### src/rtl/wb_master_pkg.sv
// wb_master_pkg
//   Shared Wishbone initiator definitions: FSM state encoding, default bus
//   widths and the default ack timeout. Kept in a package so later Wishbone
//   blocks on the same bus can reuse the same encodings and defaults.
package wb_master_pkg;

  // Initiator FSM states.
  typedef enum logic [1:0] {
    ST_IDLE = 2'd0,
    ST_REQ  = 2'd1,
    ST_WAIT = 2'd2
  } wb_state_e;

  // Default bus geometry (6502 address space, byte data).
  localparam int WB_ADDR_W  = 16;
  localparam int WB_DATA_W  = 8;

  // Default maximum number of cycles cyc may stay high without an ack.
  // Legal range 2..255, so an 8-bit timer always suffices.
  localparam int WB_TIMEOUT = 15;
  localparam int WB_TIMER_W = 8;

endpackage

### src/rtl/wb_master.sv
// wb_master
//   Wishbone pipelined-mode initiator. Takes one 8-bit read or write at a
//   time on a valid/ready request port, runs a single Wishbone cycle that
//   honours stall and ack, and returns read data or a timeout error on a
//   one-cycle response strobe. Every output is registered.
//
// Ports
//   i_clk, reset            clock, synchronous active-high reset
//   i_req_valid/we/addr/data request port, accepted when valid && ready
//   o_req_ready             high while idle
//   o_rsp_valid/data/err    one-cycle response (data 0 for writes/errors)
//   o_wb_cyc/stb/we/addr/data  Wishbone initiator outputs
//   i_wb_ack/stall/data     Wishbone slave inputs
//
// state   | meaning
// --------+-----------------------------------------------------------
// ST_IDLE | no cycle open, o_req_ready=1, waiting for a request
// ST_REQ  | cyc=stb=1, holding the request until the slave stops stalling
// ST_WAIT | cyc=1, stb=0, request taken by the slave, waiting for ack
module wb_master
  import wb_master_pkg::*;
#(
  parameter int ADDR_W  = WB_ADDR_W,
  parameter int DATA_W  = WB_DATA_W,
  parameter int TIMEOUT = WB_TIMEOUT
) (
  input  logic              i_clk,
  input  logic              reset,
  input  logic              i_req_valid,
  input  logic              i_req_we,
  input  logic [ADDR_W-1:0] i_req_addr,
  input  logic [DATA_W-1:0] i_req_data,
  output logic              o_req_ready,
  output logic              o_rsp_valid,
  output logic [DATA_W-1:0] o_rsp_data,
  output logic              o_rsp_err,
  output logic              o_wb_cyc,
  output logic              o_wb_stb,
  output logic              o_wb_we,
  output logic [ADDR_W-1:0] o_wb_addr,
  output logic [DATA_W-1:0] o_wb_data,
  input  logic              i_wb_ack,
  input  logic              i_wb_stall,
  input  logic [DATA_W-1:0] i_wb_data
);

  // The timer is a down-counter loaded with TIMEOUT-1 in the first cyc
  // cycle; reaching zero marks the last cycle cyc may stay high.
  localparam logic [WB_TIMER_W-1:0] TIMER_LOAD = WB_TIMER_W'(TIMEOUT - 1);

  wb_state_e             state_q;
  logic [WB_TIMER_W-1:0] timer_q;
  logic                  req_ready_q;
  logic                  rsp_valid_q;
  logic [DATA_W-1:0]     rsp_data_q;
  logic                  rsp_err_q;
  logic                  cyc_q;
  logic                  stb_q;
  logic                  we_q;
  logic [ADDR_W-1:0]     addr_q;
  logic [DATA_W-1:0]     data_q;

  logic                  ack_take;
  logic                  tmo_hit;

  // An ack only counts once the slave has taken stb: in WAIT, or in REQ
  // during the cycle the slave stops stalling. Acks anywhere else are a
  // slave protocol error and are dropped. An ack in the final timer cycle
  // beats the timeout.
  always_comb begin
    ack_take = 1'b0;
    tmo_hit  = 1'b0;
    if (state_q == ST_WAIT) begin
      ack_take = i_wb_ack;
    end else if (state_q == ST_REQ) begin
      ack_take = i_wb_ack && !i_wb_stall;
    end
    if (state_q != ST_IDLE) begin
      tmo_hit = (timer_q == '0) && !ack_take;
    end
  end

  always_ff @(posedge i_clk) begin
    if (reset) begin
      state_q     <= ST_IDLE;
      timer_q     <= '0;
      req_ready_q <= 1'b1;
      rsp_valid_q <= 1'b0;
      rsp_data_q  <= '0;
      rsp_err_q   <= 1'b0;
      cyc_q       <= 1'b0;
      stb_q       <= 1'b0;
      we_q        <= 1'b0;
      addr_q      <= '0;
      data_q      <= '0;
    end else begin
      // Response fields are only non-zero during the strobe cycle.
      rsp_valid_q <= 1'b0;
      rsp_data_q  <= '0;
      rsp_err_q   <= 1'b0;

      unique case (state_q)
        ST_IDLE: begin
          if (i_req_valid) begin
            we_q        <= i_req_we;
            addr_q      <= i_req_addr;
            data_q      <= i_req_we ? i_req_data : '0;
            cyc_q       <= 1'b1;
            stb_q       <= 1'b1;
            req_ready_q <= 1'b0;
            timer_q     <= TIMER_LOAD;
            state_q     <= ST_REQ;
          end
        end

        ST_REQ, ST_WAIT: begin
          if (ack_take) begin
            cyc_q       <= 1'b0;
            stb_q       <= 1'b0;
            req_ready_q <= 1'b1;
            rsp_valid_q <= 1'b1;
            rsp_data_q  <= we_q ? '0 : i_wb_data;
            state_q     <= ST_IDLE;
          end else if (tmo_hit) begin
            cyc_q       <= 1'b0;
            stb_q       <= 1'b0;
            req_ready_q <= 1'b1;
            rsp_valid_q <= 1'b1;
            rsp_err_q   <= 1'b1;
            state_q     <= ST_IDLE;
          end else begin
            timer_q <= timer_q - WB_TIMER_W'(1);
            if ((state_q == ST_REQ) && !i_wb_stall) begin
              stb_q   <= 1'b0;
              state_q <= ST_WAIT;
            end
          end
        end

        default: begin
          cyc_q       <= 1'b0;
          stb_q       <= 1'b0;
          req_ready_q <= 1'b1;
          state_q     <= ST_IDLE;
        end
      endcase
    end
  end

  assign o_req_ready = req_ready_q;
  assign o_rsp_valid = rsp_valid_q;
  assign o_rsp_data  = rsp_data_q;
  assign o_rsp_err   = rsp_err_q;
  assign o_wb_cyc    = cyc_q;
  assign o_wb_stb    = stb_q;
  assign o_wb_we     = we_q;
  assign o_wb_addr   = addr_q;
  assign o_wb_data   = data_q;

endmodule

### config.mk
export PLATFORM = sky130hd
export DESIGN_NAME = wb_master
export DESIGN_NICKNAME = d
export VERILOG_FILES = /design/src/rtl/wb_master_pkg.sv /design/src/rtl/wb_master.sv
export SDC_FILE = /design/constraint.sdc
export NUM_CORES = 1
export LEC_CHECK = 0
export BUFFER_PORTS_ARGS = -buffer_cell sky130_fd_sc_hd__buf_4
export CORE_MARGIN = 2
export CORE_UTILIZATION = 45
export DETAILED_ROUTE_END_ITERATION = 8
export PLACE_DENSITY = 0.84
export SYNTH_ARGS = -nofsm -noshare
export SYNTH_HDL_FRONTEND = slang
export SYNTH_SLANG_ARGS = --single-unit
export TNS_END_PERCENT = 20
### constraint.sdc
create_clock -name i_clk -period 4.1 [get_ports i_clk]
set_input_delay 0.615 -clock i_clk [delete_from_list [all_inputs] [get_ports i_clk]]
set_output_delay 0.615 -clock i_clk [all_outputs]
set_load 0.05 [all_outputs]
Yosys cells after proc, flatten, opt, wreduce, memory -nomap -nowiden
Cells that the tools add are included.

word-level totals
  register bits = 48

operators by class
  muxes and demuxes = 27
  add/sub/neg operators = 1
  reductions and logical operators = 17
  eq/ne operators = 7
  bitwise logic cells = 2

operators with widths
  cell                                                                    count
  8-bit 2-to-1 mux                                                        4
  8-bit one-hot mux with 2 select lines                                   1
  1-bit 2-to-1 mux                                                        14
  8-bit zero test                                                         1
  2-bit 2-to-1 mux                                                        4
  8-bit by 1-bit subtractor with 8-bit output (second input constant)     1
  2-bit != test (second input constant)                                   3
  1-bit one-hot mux with 2 select lines                                   3
  2-bit AND reduction                                                     3
  4-bit != test (second input constant)                                   1
  2-bit one-hot mux with 2 select lines                                   1
  4-bit AND reduction                                                     1
  2-bit nonzero test                                                      2
  2-bit OR reduction                                                      2
  4-bit OR reduction                                                      1
  1-bit logical AND                                                       3
  3-bit != test (second input constant)                                   1
  3-bit OR reduction                                                      1
  2-bit by 1-bit equality test with 1-bit output (second input constant)  1
  2-bit equality test (second input constant)                             1
  1-bit zero test                                                         2
  2-bit zero test                                                         1
  1-bit inverter                                                          2

Depth between registers and ports, before layout
Gate-level depths: netlist of the first run.

  depth after elaboration = 10
  gate-level depth with buffers = 8
  depth with buffers taken out = 7

Worst setup path before layout of the first run
No wires, ideal clock.

  path kind = register to register
  start point = register state_q[0]
  end point = register state_q[1]
  cell stages (with the launch flop) = 8
  arrival time = 1.863 ns
  data required time = 4.013 ns
  setup slack = 2.149 ns
  period minus slack after synthesis = 1.951 ns
  cell sequence = dfxtp_1 -> inv_1 -> ha_1 -> nor4b_2 -> nand2_2 -> a31oi_2 -> or4b_1 -> o31ai_1

on the way
  cells in the longest elaborated chain, start to end = 9
  elaborated cells between the ends (all ways) = 17

RTL lines
  element                                         RTL line                                             text
  start, declared                                 wb_master.sv:51                                      wb_state_e state_q;
  start signal, assigned                          wb_master.sv:85                                      state_q <= ST_IDLE;
  start signal, assigned                          wb_master.sv:112                                     state_q <= ST_REQ;
  start signal, assigned                          wb_master.sv:123                                     state_q <= ST_IDLE;
  2-bit by 1-bit equality test with 1-bit output  wb_master.sv:75, wb_master.sv:102, wb_master.sv:133
  1-bit 2-to-1 mux                                wb_master.sv:75                                      end else if (state_q == ST_REQ) begin
  1-bit 2-to-1 mux                                wb_master.sv:73                                      if (state_q == ST_WAIT) begin
  1-bit zero test                                 wb_master.sv:79                                      tmo_hit = (timer_q == '0) && !ack_take;
  1-bit logical AND                               wb_master.sv:79
  1-bit 2-to-1 mux                                wb_master.sv:78                                      if (state_q != ST_IDLE) begin
  2-bit 2-to-1 mux                                wb_master.sv:124                                     end else if (tmo_hit) begin
  2-bit 2-to-1 mux                                wb_master.sv:117                                     if (ack_take) begin
  2-bit one-hot mux with 2 select lines           wb_master.sv:102                                     unique case (state_q)

Parallel ways exist; a longest one is shown, timed or not.
A chain may end at the register's enable or synchronous reset.

Worst setup path in the final report of the first run
  start point = register state_q[1]
  end point = register timer_q[3]

on the way
  cells in the longest elaborated chain, start to end = 8
  elaborated cells between the ends (all ways) = 16

RTL lines
  element                                         RTL line                           text
  2-bit by 1-bit equality test with 1-bit output  wb_master.sv:75, wb_master.sv:102
  1-bit 2-to-1 mux                                wb_master.sv:75
  1-bit 2-to-1 mux                                wb_master.sv:73
  1-bit zero test                                 wb_master.sv:79
  1-bit logical AND                               wb_master.sv:79
  1-bit 2-to-1 mux                                wb_master.sv:78
  2-bit != test (no source line)                  n/a
  4-bit AND reduction (no source line)            n/a
  end signal, assigned                            wb_master.sv:132                   timer_q <= timer_q - WB_TIMER_W'(1);
  end, declared                                   wb_master.sv:52                    logic [WB_TIMER_W-1:0] timer_q;

Parallel ways exist; a longest one is shown, timed or not.

==> results.sh, run 1 <==
export IMPL_final_hold_viol_count=0
export IMPL_status="finished, final reports clean"
export IMPL_synth_commonest_cells="dfxtp_1, nand2_1, a21oi_1"
export IMPL_cts_setup_buffers=0
export IMPL_slew_headroom_pct=26.72
export IMPL_cpMostUsedCell="o21a_1"
export IMPL_finalNetCount=338
export IMPL_yosys_area_top_type="dfxtp_1"
export IMPL_maxCapViolCount=0
export IMPL_syn_area_um2=1936
export IMPL_worstSetupPathType="reg -> reg"
export IMPL_die_w_um=69.59
export IMPL_synth_edf_count=0
export IMPL_end_kind="register"
export IMPL_row_count=23
export IMPL_clk_latency_ps=290
export IMPL_gr_total_overflow=0
export IMPL_cts_buffers=5
export IMPL_drc=0
export IMPL_slew_violations=0
export IMPL_cts_resized=0
export IMPL_drt_iter0_drc=77
export IMPL_cp_buffers_inverters=1
export IMPL_nFillCells=336
export IMPL_rrSetupSlack_ps=1740
export IMPL_final_cells=343
export IMPL_grt_usage_pct=18.99
export IMPL_async_reset_ff_share_pct=0
export IMPL_r2r_cells=7
export IMPL_die_area_um2=4842
export IMPL_ys_flop_type="dfxtp_1"
export IMPL_crit_chain="inv_1, ha_1, nor2b_4, o21a_1, a2111oi_0, a31oi_1, o21a_1"
export IMPL_hp_start="o_wb_data[4]$_SDFFE_PP0P_"
export IMPL_yosys_warnings=0
export IMPL_pwr_density_cell_nw_per_um2=704.1
export IMPL_area_growth_pct=34.65
export IMPL_place_area_um2=2515
export IMPL_final_layout_size_suffix_gt1_share_pct=30.72
export IMPL_hold_depth=2
export IMPL_ir_drop_mv=0.3750
export IMPL_cp_data_arrival_time_ps=2550
export IMPL_cp_max_fo=4
export IMPL_fin_crit_ps=2360
export IMPL_io_buffer_count=75
export IMPL_ios=76
export IMPL_tightestPinTransition_ps=1072
export IMPL_initial_core_util_pct=47.70
export IMPL_grt_pass1_vias=1728
export IMPL_dieHeight_um=69.59
export IMPL_cts_tree="yes"
export IMPL_dp_final_hpwl_mm=3.303
export IMPL_gp_congestion=0.9029
export IMPL_antenna_found_initial=0
export IMPL_synth_top_area_share_pct=49.64
export IMPL_finalCritPeriodShare_pct=57.56
export IMPL_antenna_cells=0
export IMPL_syn_num_nets=268
export IMPL_skew_ps=3.858
export IMPL_fin_tns_setup_ps=0
export IMPL_crit_start="state_q[1]$_SDFFE_PP0P_"
export IMPL_cts_root_buf="clkbuf_8"
export IMPL_vias=1804
export IMPL_syn_inst=223
export IMPL_ant_nets=0
export IMPL_p_total_uw=1835
export IMPL_setup_viol=0
export IMPL_routed_wl_mm=4.500
export IMPL_cts_sinks=48
export IMPL_synth_seq_cells=48
export IMPL_rsz0062_at_grt="no"
export IMPL_r2r_end="timer_q[3]$_SDFFE_PP0P_"
export IMPL_dp_cells=336
export IMPL_grt_pass1_wl_mm=7.583
export IMPL_min_to="o_wb_data[4]$_SDFFE_PP0P_"
export IMPL_drtPass1Iterations=4
export IMPL_path_clk_slew_ps=80
export IMPL_seq_area_frac_synth_pct=49.64
export IMPL_p_leak_uw=0.001139
export IMPL_synth_area_leaders="dfxtp_1, nand2_1, a21oi_1"
export IMPL_htreeDepth=2
export IMPL_yosysUniqueCellTypes=32
export IMPL_crit_slowest_cell="a2111oi_0"
export IMPL_ctsHoldBuffers=0
export IMPL_cp_required_ps=4290
export IMPL_finalInstanceArea_um2=2606
export IMPL_max_freq_ghz=0.4237
export IMPL_core_area_um2=4058
export IMPL_cpPeakStageDelay_ps=910
export IMPL_yosysMostFrequentCell="dfxtp_1"
export IMPL_vias_per_cell=5.259
export IMPL_grt_max_degree=37
export IMPL_hp_class="reg -> reg"
export IMPL_syn_avg_cell_area_um2=8.680
export IMPL_critical_path_top_delay_family="compound AO/OA/AOI/OAI gates"
export IMPL_drt_wirelength_per_cell_um=13.12
export IMPL_clock_path_buffers=2
export IMPL_critPathLaunchType="register"
export IMPL_worstReg2RegStart="state_q[1]$_SDFFE_PP0P_"
power by group:
part / internal [uW] / leakage (uW) / switching (uW) / total, uW
clock: 134 / 0.0000473 / 146 / 280
combinational: 312 / 0.000700 / 593 / 904
sequential: 571 / 0.000392 / 79.7 / 650
routing by layer:
metal	wire (um)	vias to the layer above	track usage, %	part of all wire, %
met2	2257	74	33.65	50
met3	413	7	5.523	9.2
li1	-	899	-	-
met5	0	-	0	0
met1	1780	824	22.31	40
met4	48	0	5.011	1.1
per-stage QoR:
stage | worst slack, ps | utilization, % | hold slack, ps
3_5_place_dp | 1775 | 61.98 | 444.3
6_report | 1740 | 64.23 | 453.1
2_1_floorplan | 2149 | - | 453.9
3_3_place_gp | 1915 | 61.98 | 438.3
5_1_grt | 1605 | 64.23 | 474.5
4_1_cts | 1761 | 64.23 | 455.3
layout make-up:
type	count	area, um2	area share (%)
Sequential cell	48	960.9	36.87
Timing Repair Buffer	75	563.0	21.60
Clock inverter	1	8.758	0.3361
Tap cell	50	62.56	2.400
Multi-Input combinational cell	156	902.1	34.61
Clock buffer	6	82.58	3.169
Inverter	7	26.28	1.008
cell families after synthesis:
logic type,count (synthesis),share of synthesized area [%]
muxes,3,1.616
and+or+nand+nor,94,24.43
adders and majority gates,7,4.525
DFF,48,49.64
buffers and inverters,19,3.749
AOI/OAI and AO/OA,52,16.03
placed cells by master (no fill, tap or decap), drive strengths merged, types with 2 or more instances in the layout:
| cell | Yosys | layout |
|---|---|---|
| nor4b | 2 | 2 |
| nand2b | 2 | 2 |
| buf | 1 | 75 |
| ha | 7 | 7 |
| dfxtp | 48 | 48 |
| a21oi | 30 | 30 |
| a31oi | 3 | 3 |
| clkbuf | 11 | 6 |
| mux2i | 2 | 2 |
| inv | 7 | 7 |
| or4 | 3 | 3 |
| o21ai | 4 | 4 |
| nor3 | 6 | 6 |
| o21a | 4 | 4 |
| o31ai | 4 | 4 |
| a21boi | 3 | 3 |
| nor2 | 7 | 7 |
| and2 | 10 | 10 |
| nand2 | 49 | 49 |
| nand3 | 11 | 11 |
state kept, by name (all words and copies together) (netlist names):
register     cells
timer_q          8
o_rsp_data       8
o_wb_data        8
o_wb_stb         1
o_req_ready      1
o_rsp_valid      1
state_q          2
o_rsp_err        1
o_wb_addr       16
o_wb_cyc         1
o_wb_we          1
worst register-to-register path: cells and delay by family, from the launching register on:
kind                     cells  cell delay [ps]
AO/OA/AOI/OAI                4             1450
adder cells (fa/ha/maj)      1              210
buffers and inverters        1              100
flip-flops                   1              370
AND/OR/NAND/NOR              1              130
how the worst max path moves through the flow:
stage	endpoint	slack [ps]	depth (start not counted)
2_1_floorplan	state_q[1]$_SDFFE_PP0P_	2150	7
3_3_place_gp	state_q[1]$_SDFFE_PP0P_	1910	6
3_5_place_dp	timer_q[3]$_SDFFE_PP0P_	1780	7
4_1_cts	timer_q[3]$_SDFFE_PP0P_	1760	7
5_1_grt	timer_q[0]$_SDFFE_PP0P_	1600	7
6_report	timer_q[3]$_SDFFE_PP0P_	1740	7
Note: power is estimated with default switching activity, not from simulation.
==> run 2, diff against run 1 <==
==> constraint.sdc (replaced) <==
create_clock -name i_clk -period 2.25 [get_ports i_clk]
set_input_delay 0.3375 -clock i_clk [delete_from_list [all_inputs] [get_ports i_clk]]
set_output_delay 0.3375 -clock i_clk [all_outputs]
set_load 0.05 [all_outputs]
==> results.sh, run 2 (synthesis gave the netlist of run 1 again) <==
export IMPL_cts_sinks=48
export IMPL_max_freq_ghz=0.4770
export IMPL_status="finished, final reports clean"
export IMPL_gp_congestion=0.9284
export IMPL_final_hold_viol_count=0
export IMPL_grt_pass1_vias=1666
export IMPL_fin_ws_ps=153.5
export IMPL_core_area_um2=4058
export IMPL_dp_slack_ps=129.3
export IMPL_clock_path_buffers=2
export IMPL_fin_crit_ps=2096
export IMPL_vias=1762
export IMPL_dieHeight_um=69.59
export IMPL_ir_drop_mv=0.7014
export IMPL_drt_iter0_drc=117
export IMPL_row_count=23
export IMPL_grt_usage_pct=19.69
export IMPL_critPathLaunchType="register"
export IMPL_die_area_um2=4842
export IMPL_cts_tree="yes"
export IMPL_final_cells=349
export IMPL_wl_met1_mm=1.831
export IMPL_nFillCells=333
export IMPL_drtPass1Iterations=4
export IMPL_setup_viol=0
export IMPL_largest_reg_flops=16
export IMPL_io_buffer_count=75
export IMPL_slew_headroom_pct=50.41
export IMPL_cpMostUsedCell="inv_1"
export IMPL_switching_share_pct=42.47
export IMPL_p_seq_share_pct=32.8
export IMPL_wl_met3_um=376
export IMPL_crit_slowest_cell="or4_1"
export IMPL_dp_cells=341
export IMPL_cp_required_ps=2470
export IMPL_skew_ps=8.844
export IMPL_finalNetCount=343
export IMPL_end_kind="register"
export IMPL_crit_chain="inv_1, ha_2, inv_1, o21ai_0, nand2_2, or4_1, a21boi_0"
export IMPL_cpPeakStageDelay_ps=490
export IMPL_critical_path_top_delay_family="simple AND/OR/NAND/NOR gates"
export IMPL_ant_nets=0
export IMPL_htreeDepth=2
export IMPL_p_int_uw=2085
export IMPL_cp_data_arrival_time_ps=2320
export IMPL_antenna_cells=0
export IMPL_holdWs_ps=228.5
export IMPL_drt_wirelength_per_cell_um=13.24
export IMPL_p_total_uw=3625
export IMPL_cp_buffers_inverters=2
export IMPL_ios=76
export IMPL_cp_max_fo=11
export IMPL_dr_wl_met2_mm=2.351
export IMPL_initial_core_util_pct=47.70
export IMPL_p_sw_uw=1539
export IMPL_cts_root_buf="clkbuf_8"
export IMPL_p_leak_uw=0.001187
export IMPL_tightestPinTransition_ps=738.2
export IMPL_clkPwrFrac_pct=18.6
export IMPL_final_cell_mix="buf_4, dfxtp_1, nand2_1"
export IMPL_finalCritPeriodShare_pct=93.18
export IMPL_clk_latency_ps=300
export IMPL_mostFrequentLayoutCell="buf_4"
export IMPL_combPwrFrac_pct=48.6
export IMPL_hp_class="in -> reg"
export IMPL_routed_wl_mm=4.622
export IMPL_maxCapViolCount=0
export IMPL_area_growth_pct=39.56
export IMPL_ctsHoldBuffers=0
export IMPL_pwr_density_cell_nw_per_um2=1342
export IMPL_cts_buffers=5
export IMPL_worstSetupPathType="reg -> reg"
export IMPL_drc=0
export IMPL_vias_per_cell=5.049
export IMPL_grt_max_degree=37
export IMPL_slew_violations=0
export IMPL_die_w_um=69.59
export IMPL_path_clk_slew_ps=90
export IMPL_final_layout_size_suffix_gt1_share_pct=32.78
export IMPL_top_layer="met4"
export IMPL_grt_pass1_wl_mm=7.748
export IMPL_gr_total_overflow=0
export IMPL_dp_final_hpwl_mm=3.348
export IMPL_antenna_found_initial=0
run 2: path summary, 6_finish.rpt:
kind / end / cells after the start / startpoint / slack (ps)
worst max-delay path: timer_q[4]$_SDFFE_PP0P_ / 7 / state_q[1]$_SDFFE_PP0P_ / 150
worst min-delay path: o_rsp_data[4]$_SDFF_PP0_ / 2 / i_wb_data[4] / 230
worst max register to register: timer_q[4]$_SDFFE_PP0P_ / 7 / state_q[1]$_SDFFE_PP0P_ / 150
worst min register to register: o_wb_data[7]$_SDFFE_PP0P_ / 2 / o_wb_data[7]$_SDFFE_PP0P_ / 450
run 2: power groups by stage:
stage	combinational, uW	sequential [uW]	clock (uW)
3_3_place_gp	1670	1190	0
4_1_cts	1700	1190	690
6_report	1760	1190	674
5_1_grt	1920	1220	733
3_5_place_dp	1700	1200	0
2_1_floorplan	854	1570	0
run 2: through the flow:
step                utilization, %  cell area (um2)  setup TNS (ps)
finish                       66.57             2701               0
global route                 66.57             2701          -8.230
CTS                          66.02             2679               0
detailed placement           62.90             2552               0
global placement             62.90             2552               0
floorplan                        -             1936               0
run 2: area by class of cell:
cell class | instances | area, um2 | area share [%]
multi-input combinational | 156 | 924.6 | 34.23
timing repair buffer | 80 | 600.6 | 22.23
sequential | 48 | 960.9 | 35.57
clock inverter | 1 | 30.03 | 1.112
clock buffer | 7 | 96.34 | 3.566
inverter | 7 | 26.28 | 0.9727
tap | 50 | 62.56 | 2.316
run 2: timing repair:
| action | 4_1_cts | 5_1_grt |
|---|---|---|
| setup endpoints to repair | 0 | 3 |
| resized for setup | 0 | 4 |
| setup buffers | 0 | 0 |
run 2: metal layers:
layer | vias to the layer above | global-route usage [%]
li1 | 902 | -
met1 | 791 | 24.59
met2 | 63 | 31.52
met3 | 6 | 7.703
met4 | 0 | 5.664
met5 | - | 0
